===== src/rtl/control_pa5000_pkg.sv =====
// Shared constants for the PA5000 sequencer: select codes, state encoding, datapath width.
package control_pa5000_pkg;

  localparam int unsigned N        = 16;
  localparam int unsigned NumSteps = 5;

  typedef enum logic [3:0] {
    StIdle  = 4'd0,
    StI1    = 4'd1,
    StW1    = 4'd2,
    StI2    = 4'd3,
    StW2    = 4'd4,
    StI3    = 4'd5,
    StW3    = 4'd6,
    StI4    = 4'd7,
    StW4    = 4'd8,
    StI5    = 4'd9,
    StW5    = 4'd10,
    StShift = 4'd11
  } state_e;

  localparam logic [2:0] SelSFk  = 3'd0;
  localparam logic [2:0] SelSFk1 = 3'd1;
  localparam logic [2:0] SelSFk2 = 3'd2;
  localparam logic [2:0] SelSUk  = 3'd3;
  localparam logic [2:0] SelSYk  = 3'd4;

  localparam logic [1:0] SelCCa1 = 2'd0;
  localparam logic [1:0] SelCCa2 = 2'd1;
  localparam logic [1:0] SelCCb0 = 2'd2;
  localparam logic [1:0] SelCCb1 = 2'd3;

  localparam logic [2:0] SelZZero  = 3'd0;
  localparam logic [2:0] SelZAcum1 = 3'd1;
  localparam logic [2:0] SelZAcum2 = 3'd2;
  localparam logic [2:0] SelZAcum3 = 3'd3;
  localparam logic [2:0] SelZUk    = 3'd4;

endpackage


===== src/rtl/control_pa5000_decod.sv =====
// Moore output decode for the PA5000 sequencer: state in, enables/selects/status out.
module decodpa5000
  import control_pa5000_pkg::*;
(
  input  state_e     state,
  output logic       en1,
  output logic       en2,
  output logic       en3,
  output logic       en4,
  output logic       en5,
  output logic       en6,
  output logic       en7,
  output logic [2:0] selmuxS,
  output logic [1:0] selmuxC,
  output logic [2:0] selmuxZ,
  output logic       busy,
  output logic       done
);

  always_comb begin
    en1     = 1'b0;
    en2     = 1'b0;
    en3     = 1'b0;
    en4     = 1'b0;
    en5     = 1'b0;
    en6     = 1'b0;
    en7     = 1'b0;
    selmuxS = SelSFk;
    selmuxC = SelCCa1;
    selmuxZ = SelZZero;
    busy    = (state != StIdle);
    done    = (state == StShift);
    // Issue and write cycles share selects; only the write cycle fires the enable.
    unique case (state)
      StI1, StW1: begin
        selmuxS = SelSFk1;
        selmuxC = SelCCa1;
        selmuxZ = SelZUk;
        en5     = (state == StW1);
      end
      StI2, StW2: begin
        selmuxS = SelSFk2;
        selmuxC = SelCCa2;
        selmuxZ = SelZAcum1;
        en2     = (state == StW2);
      end
      StI3, StW3: begin
        selmuxS = SelSFk;
        selmuxC = SelCCb0;
        selmuxZ = SelZZero;
        en6     = (state == StW3);
      end
      StI4, StW4: begin
        selmuxS = SelSFk1;
        selmuxC = SelCCb1;
        selmuxZ = SelZAcum2;
        en7     = (state == StW4);
      end
      StI5, StW5: begin
        selmuxS = SelSFk2;
        selmuxC = SelCCb0;
        selmuxZ = SelZAcum3;
        en1     = (state == StW5);
      end
      StShift: begin
        en3 = 1'b1;
        en4 = 1'b1;
      end
      default: ;
    endcase
  end

endmodule


===== src/rtl/control_pa5000.sv =====
// Sequencer for the 5 kHz high-pass biquad datapath: 11-cycle micro-program per start strobe.
module control_pa5000
  import control_pa5000_pkg::*;
(
  input  logic       clk,
  input  logic       reset,
  input  logic       start,
  output logic       en1,
  output logic       en2,
  output logic       en3,
  output logic       en4,
  output logic       en5,
  output logic       en6,
  output logic       en7,
  output logic [2:0] selmuxS,
  output logic [1:0] selmuxC,
  output logic [2:0] selmuxZ,
  output logic       busy,
  output logic       done
);

  state_e state_q, state_d;

  always_ff @(posedge clk or negedge reset) begin
    if (!reset) begin
      state_q <= StIdle;
    end else begin
      state_q <= state_d;
    end
  end

  always_comb begin
    state_d = state_q;
    unique case (state_q)
      StIdle, StShift: state_d = start ? StI1 : StIdle;
      StI1, StW1, StI2, StW2, StI3, StW3, StI4, StW4, StI5, StW5:
        state_d = state_e'(state_q + 4'd1);
      default: state_d = StIdle;
    endcase
  end

  decodpa5000 u_decod (
    .state   (state_q),
    .en1     (en1),
    .en2     (en2),
    .en3     (en3),
    .en4     (en4),
    .en5     (en5),
    .en6     (en6),
    .en7     (en7),
    .selmuxS (selmuxS),
    .selmuxC (selmuxC),
    .selmuxZ (selmuxZ),
    .busy    (busy),
    .done    (done)
  );

endmodule


===== config.mk =====
export PLATFORM = sky130hd
export DESIGN_NAME = control_pa5000
export DESIGN_NICKNAME = d
export VERILOG_FILES = /design/src/rtl/control_pa5000_pkg.sv /design/src/rtl/control_pa5000_decod.sv /design/src/rtl/control_pa5000.sv
export SDC_FILE = /design/constraint.sdc
export NUM_CORES = 1
export LEC_CHECK = 0
export CORE_AREA = 2 2 39 41
export CTS_CLUSTER_SIZE = 30
export DETAILED_ROUTE_END_ITERATION = 8
export DIE_AREA = 0 0 41 43
export PLACE_DENSITY_LB_ADDON = 0.05
export SLEW_MARGIN = 5
export SYNTH_ARGS = -nofsm -noshare
export SYNTH_HDL_FRONTEND = slang
export SYNTH_HIERARCHICAL = 1
export SYNTH_SLANG_ARGS = --single-unit

===== constraint.sdc =====
create_clock -name clk -period 1.91 [get_ports clk]
set_clock_uncertainty 0.05 [all_clocks]
set_input_delay 0.4775 -clock clk [delete_from_list [all_inputs] [get_ports clk]]
set_output_delay 0.4775 -clock clk [all_outputs]
set_load 0.01 [all_outputs]

* Word-level counts from Yosys, hierarchy flattened
Index checks and enable logic that the tools add are counted.
** Word-level totals
- Bits in registers :: 4
- Word-level logic and storage cells :: 36
- Input bits :: 3
- Output and inout bits :: 17
** Cells by class
- Equal/unequal tests :: 11
- Reductions and logical operators :: 12
- Multiplexer cells :: 11
- Add/subtract/negate cells :: 1
** Operators with widths (number)
- $eq 4x3->1 const B :: 4
- $eq 4x4->1 const B :: 4
- $pmux 3 s4 :: 1
- $reduce_or 2->1 :: 6
- $reduce_or 4->1 :: 3
- $reduce_or 10->1 :: 1
- $eq 4x2->1 const B :: 2
- $pmux 4 s2 :: 1
- $mux 1 :: 7
- $pmux 2 s3 :: 1
- $add 4x1->4 const B :: 1
- $eq 4x1->1 const B :: 1
- $logic_not 4->1 :: 1
- $pmux 2 s2 :: 1
- $reduce_bool 4->1 :: 1

* Logic depth before layout (Yosys ltp)
- Depth after elaboration :: 3
- Mapped depth :: 5
- Gate-level depth less buffers :: 5

* Hierarchy
Netlist, hierarchy kept.
** Modules (own cells, without submodules)
- decodpa5000 :: cells an instance 37, area each 279.0 um^2, times used 1, seq. area each 0.0 um^2
- control_pa5000 :: cells an instance 24, area each 254.0 um^2, times used 1, seq. area each 100.1 um^2

* Worst setup path after synthesis
Ideal clock, no wire load.
- Path kind :: reg-to-output
- From :: register state_q[2]
- To :: output port en3
- Required time :: 1382 ps
- Path buffers :: 2
- Data arrival time :: 1226 ps
- Stages on the path, launching flop included :: 5
- Path slack :: 157 ps
- Cells stage by stage :: dfrtp_1 > buf_4 > nand2b_1 > nor2_1 > buf_4
** Between the ends
- Word-level cells in the longest chain between the ends :: 2
** Ends and longest elaborated chain
- from (decl) :: RTL line control_pa5000.sv:22 : state_e state_q, state_d;
- from (signal assigned) :: RTL line control_pa5000.sv:26 : state_q <= StIdle;
- from (signal assigned) :: RTL line control_pa5000.sv:28 : state_q <= state_d;
- $eq 4x4->1
- via done :: RTL line control_pa5000.sv:19 : output logic done
- $mux 1 :: RTL line control_pa5000_decod.sv:34 : unique case (state)
- to (decl) :: RTL line control_pa5000.sv:10 : output logic en3,
The timed path passes the listed nets, and every way through them passes these cells.

* Worst setup path after layout
- From :: register state_q[0]
- To :: output port selmuxZ[0]
** Between the ends
- Word-level cells in the longest chain between the ends :: 3
- Elaborated cells between the ends (all ways) :: 13
- Classes of those cells :: 8 x eq/ne; 1 x mux; 4 x reduce/logical
** Ends and longest elaborated chain
- $eq 4x4->1 (tied with other cells) :: RTL line control_pa5000_decod.sv:34
- $reduce_or 2->1 (on tied branches)
- $pmux 3 s4 * :: RTL line control_pa5000_decod.sv:34
- to (decl) :: RTL line control_pa5000.sv:17 : output logic [2:0] selmuxZ,
Every way passes the cells marked *; elsewhere a longest branch is shown, timed or not.

==> impl_metrics.py <==
metrics = {
    "clock_tree": {
        "clkLatencyLatePin_ps": 230,
        "hold_buffers": 0,
        "cts_sinks": 4,
        "path_clk_slew_ps": 40,
        "cts_root_buf": "clkbuf_4",
        "htreeDepth": 1,
        "numCtsBuffers": 3,
        "tritoncts": "built",
        "clockBufferDepth": 2,
    },
    "floorplan": {
        "fp.dieW_um": 41,
        "initial_core_util_pct": 38.5,
        "rows": 14,
        "core_um2": 1380,
        "io-pin-count": 20,
        "die_y_um": 43,
        "dieArea_um2": 1760,
    },
    "pwr": {
        "leakage_nw": 0.435,
        "peakVddDrop_mv": 0.770,
        "power_density_nw_per_um2": 1590,
    },
    "detailed_routing": {
        "num_vias": 558,
        "viasPerCell": 4.98,
        "drc_errors": 0,
        "routedWlPerCell_um": 11.8,
        "ant_nets": 0,
        "drt_iter0_markers": 14,
        "drt-pass1-iter-count": 4,
        "postRouteWirelength_um": 1320,
    },
    "synth": {
        "syn_avg_cell_area_um2": 8.74,
        "synth_compound_area_share_pct": 12.9,
        "yosys.area_share.simple_pct": 30.3,
        "post-synth-top-area-fraction_pct": 18.8,
        "synth.area.top_cells": "dfrtp_1, ha_1, buf_4",
        "synth_area_um2": 533,
        "yosysTopAreaCell": "dfrtp_1",
        "synth_adder_area_share_pct": 9.39,
        "yosysMostFrequentCell": "nor2_1",
        "ys_types": 28,
        "synth_edf_count": 0,
        "yosys_warnings": 6,
        "yosysSeqAreaShare_pct": 18.8,
        "synth_top_family_by_area": "simple AND/OR/NAND/NOR gates",
        "synth_xor_area_share_pct": 9.86,
        "syn_inst": 61,
        "synth.mux.area_fraction_pct": 3.76,
        "synthFlopType": "dfrtp_1",
        "async_flop_share_pct": 100,
        "syn_nets": 68,
        "synthTopCellsByCount": "nor2_1, inv_1, buf_4, dfrtp_1, ha_1",
        "ys_seq_elements": 4,
    },
    "setup_path": {
        "endpoint_kind": "output pin",
        "worstPathMaxFanout": 6,
        "crit_required_ps": 1380,
        "start_kind": "register",
        "worstPathArrival_ps": 1410,
        "crit_type": "register to output pin",
    },
    "grt": {
        "grt_overflow": 0,
        "grt_pass1_vias": 507,
        "grt_usage_pct": 17.5,
        "antenna_found_initial": 0,
        "grt_max_degree": 8,
        "grt_pass1_wl_um": 2080,
    },
    "sta": {
        "rsz0062_at_grt": "true",
        "finalSetupViolCount": 2,
        "hold_viol_final": 0,
        "fmax_mhz": 517,
        "final_max_slew_viol_count": 0,
        "whs_ps": 393,
        "setup_slack_ps": -22.5,
        "finalCritPeriodShare_pct": 101,
        "period_needed_ps": 1930,
    },
    "worst_hold_path": {
        "hold_class": "input pin to asynchronous set/reset pin",
    },
    "final_layout": {
        "fin_util_pct": 65.6,
        "reg_top3": "state_q (4)",
        "n_antenna_cell": 0,
        "layout.nets": 105,
        "drive_above_1_share_pct": 56.3,
        "area_growth_pct": 70.4,
        "largest_reg_flops": 4,
        "fin_cells": 112,
        "largest-register": "state_q",
    },
    "status": {
        "status": "complete, but fails checks",
        "violations": "negative setup slack",
    },
    "placed_design": {
        "dp_hpwl_um": 861,
        "portBuffers": 18,
        "dp_worst_setup_slack_ps": -232,
        "gp_congestion": 0.718,
        "dpl.cell_count": 99,
    },
    "flow_run": {
        "drv_cap": 0,
    },
}
stage by stage:
step / power [mW] / setup TNS [ps] / cell area, um^2
after floorplan: 0.719 / 0 / 533
after global placement: 1.13 / -2110 / 771
after detailed placement: 1.14 / -2270 / 771
after CTS: 1.36 / -137 / 881
after global routing: 1.57 / -164 / 908
final: 1.45 / -29.2 / 908
worst max-delay path, cell delays in order, from the launching register on:
cell,delay (ps)
dfrtp_2,440
buf_6,130
nor4bb_4,150
a311o_1,310
buf_2,140
cell type report:
class                           count  area (um^2)
Multi-Input combinational cell     45          419
Clock buffer                        3         22.5
Tap cell                           16         20.0
Fill cell                         136          475
Timing Repair Buffer               39          323
Inverter                            5         18.8
Sequential cell                     4          105
layout by cell type (no fill, tap or decap):
cell type	synthesis	routed
buf_4	4	11
buf_2	1	8
buf_6	2	8
nor2_1	8	6
clkbuf_2	0	6
inv_1	5	5
ha_1	4	4
dfrtp_2	0	4
xor2_1	3	3
clkbuf_4	0	3
nor3_1	3	2
nor4b_2	2	2
mux2i_1	2	2
xnor2_1	3	2
clkdlybuf4s50_1	0	2
clkdlybuf4s15_1	0	2
nor4b_4	1	2
a311o_1	2	2
nand2b_1	3	2
buf_12	0	2
o21ai_1	1	1
a221o_2	1	1
nand3_1	1	1
o32ai_1	1	1
nand2b_4	0	1
nor4bb_4	0	1
nand2_2	0	1
nor2_4	0	1
and2_1	1	1
o22ai_1	1	1
o2bb2ai_1	1	1
xnor2_2	0	1
nor3_2	0	1
nor2b_1	1	1
a211o_1	1	1
nand2_1	2	1
nor2_2	0	1
conb_1	1	1
cell families after synthesis:
family | after synthesis
simple gates | 24
buf+inv | 12
compound gates | 8
xor+xnor | 6
fa+ha+maj | 4
flops | 4
mux | 2
other cells | 1
worst paths after layout:
| check | from | to | slack (ps) | cells after the start |
|---|---|---|---|---|
| max reg2reg | state_q[0] | state_q[0] | 120 | 7 |
| max | state_q[0] | selmuxZ[0] | -20 | 4 |
| min in group clk | state_q[3] | state_q[3] | 690 | 3 |
| max in group asynchronous | reset | state_q[3] | 1240 | 1 |
| min | reset | state_q[0] | 390 | 1 |
| min reg2reg | state_q[3] | state_q[3] | 690 | 3 |
power breakdown:
part           switching, mW  internal [mW]  leakage [nW]
Clock                 0.0327         0.0701        0.0138
Sequential            0.0519          0.123        0.0469
Combinational          0.519          0.650         0.374
Total                  0.604          0.843         0.435
metal layers:
layer	part of all wire [%]	wire length, um	GRT usage [%]
met1	44	582	21.1
met3	5.2	68	3.14
met5	0	0	0
met2	51	667	28.4
met4	0	0	8.00
what timing repair did:
item | CTS | global route
setup endpoints to repair | 16 | 14
buffers inserted | 8 | 2
pin swaps | 1 | 6
resized for setup | 57 | 24
Note: power is estimated with default switching activity, not from simulation.
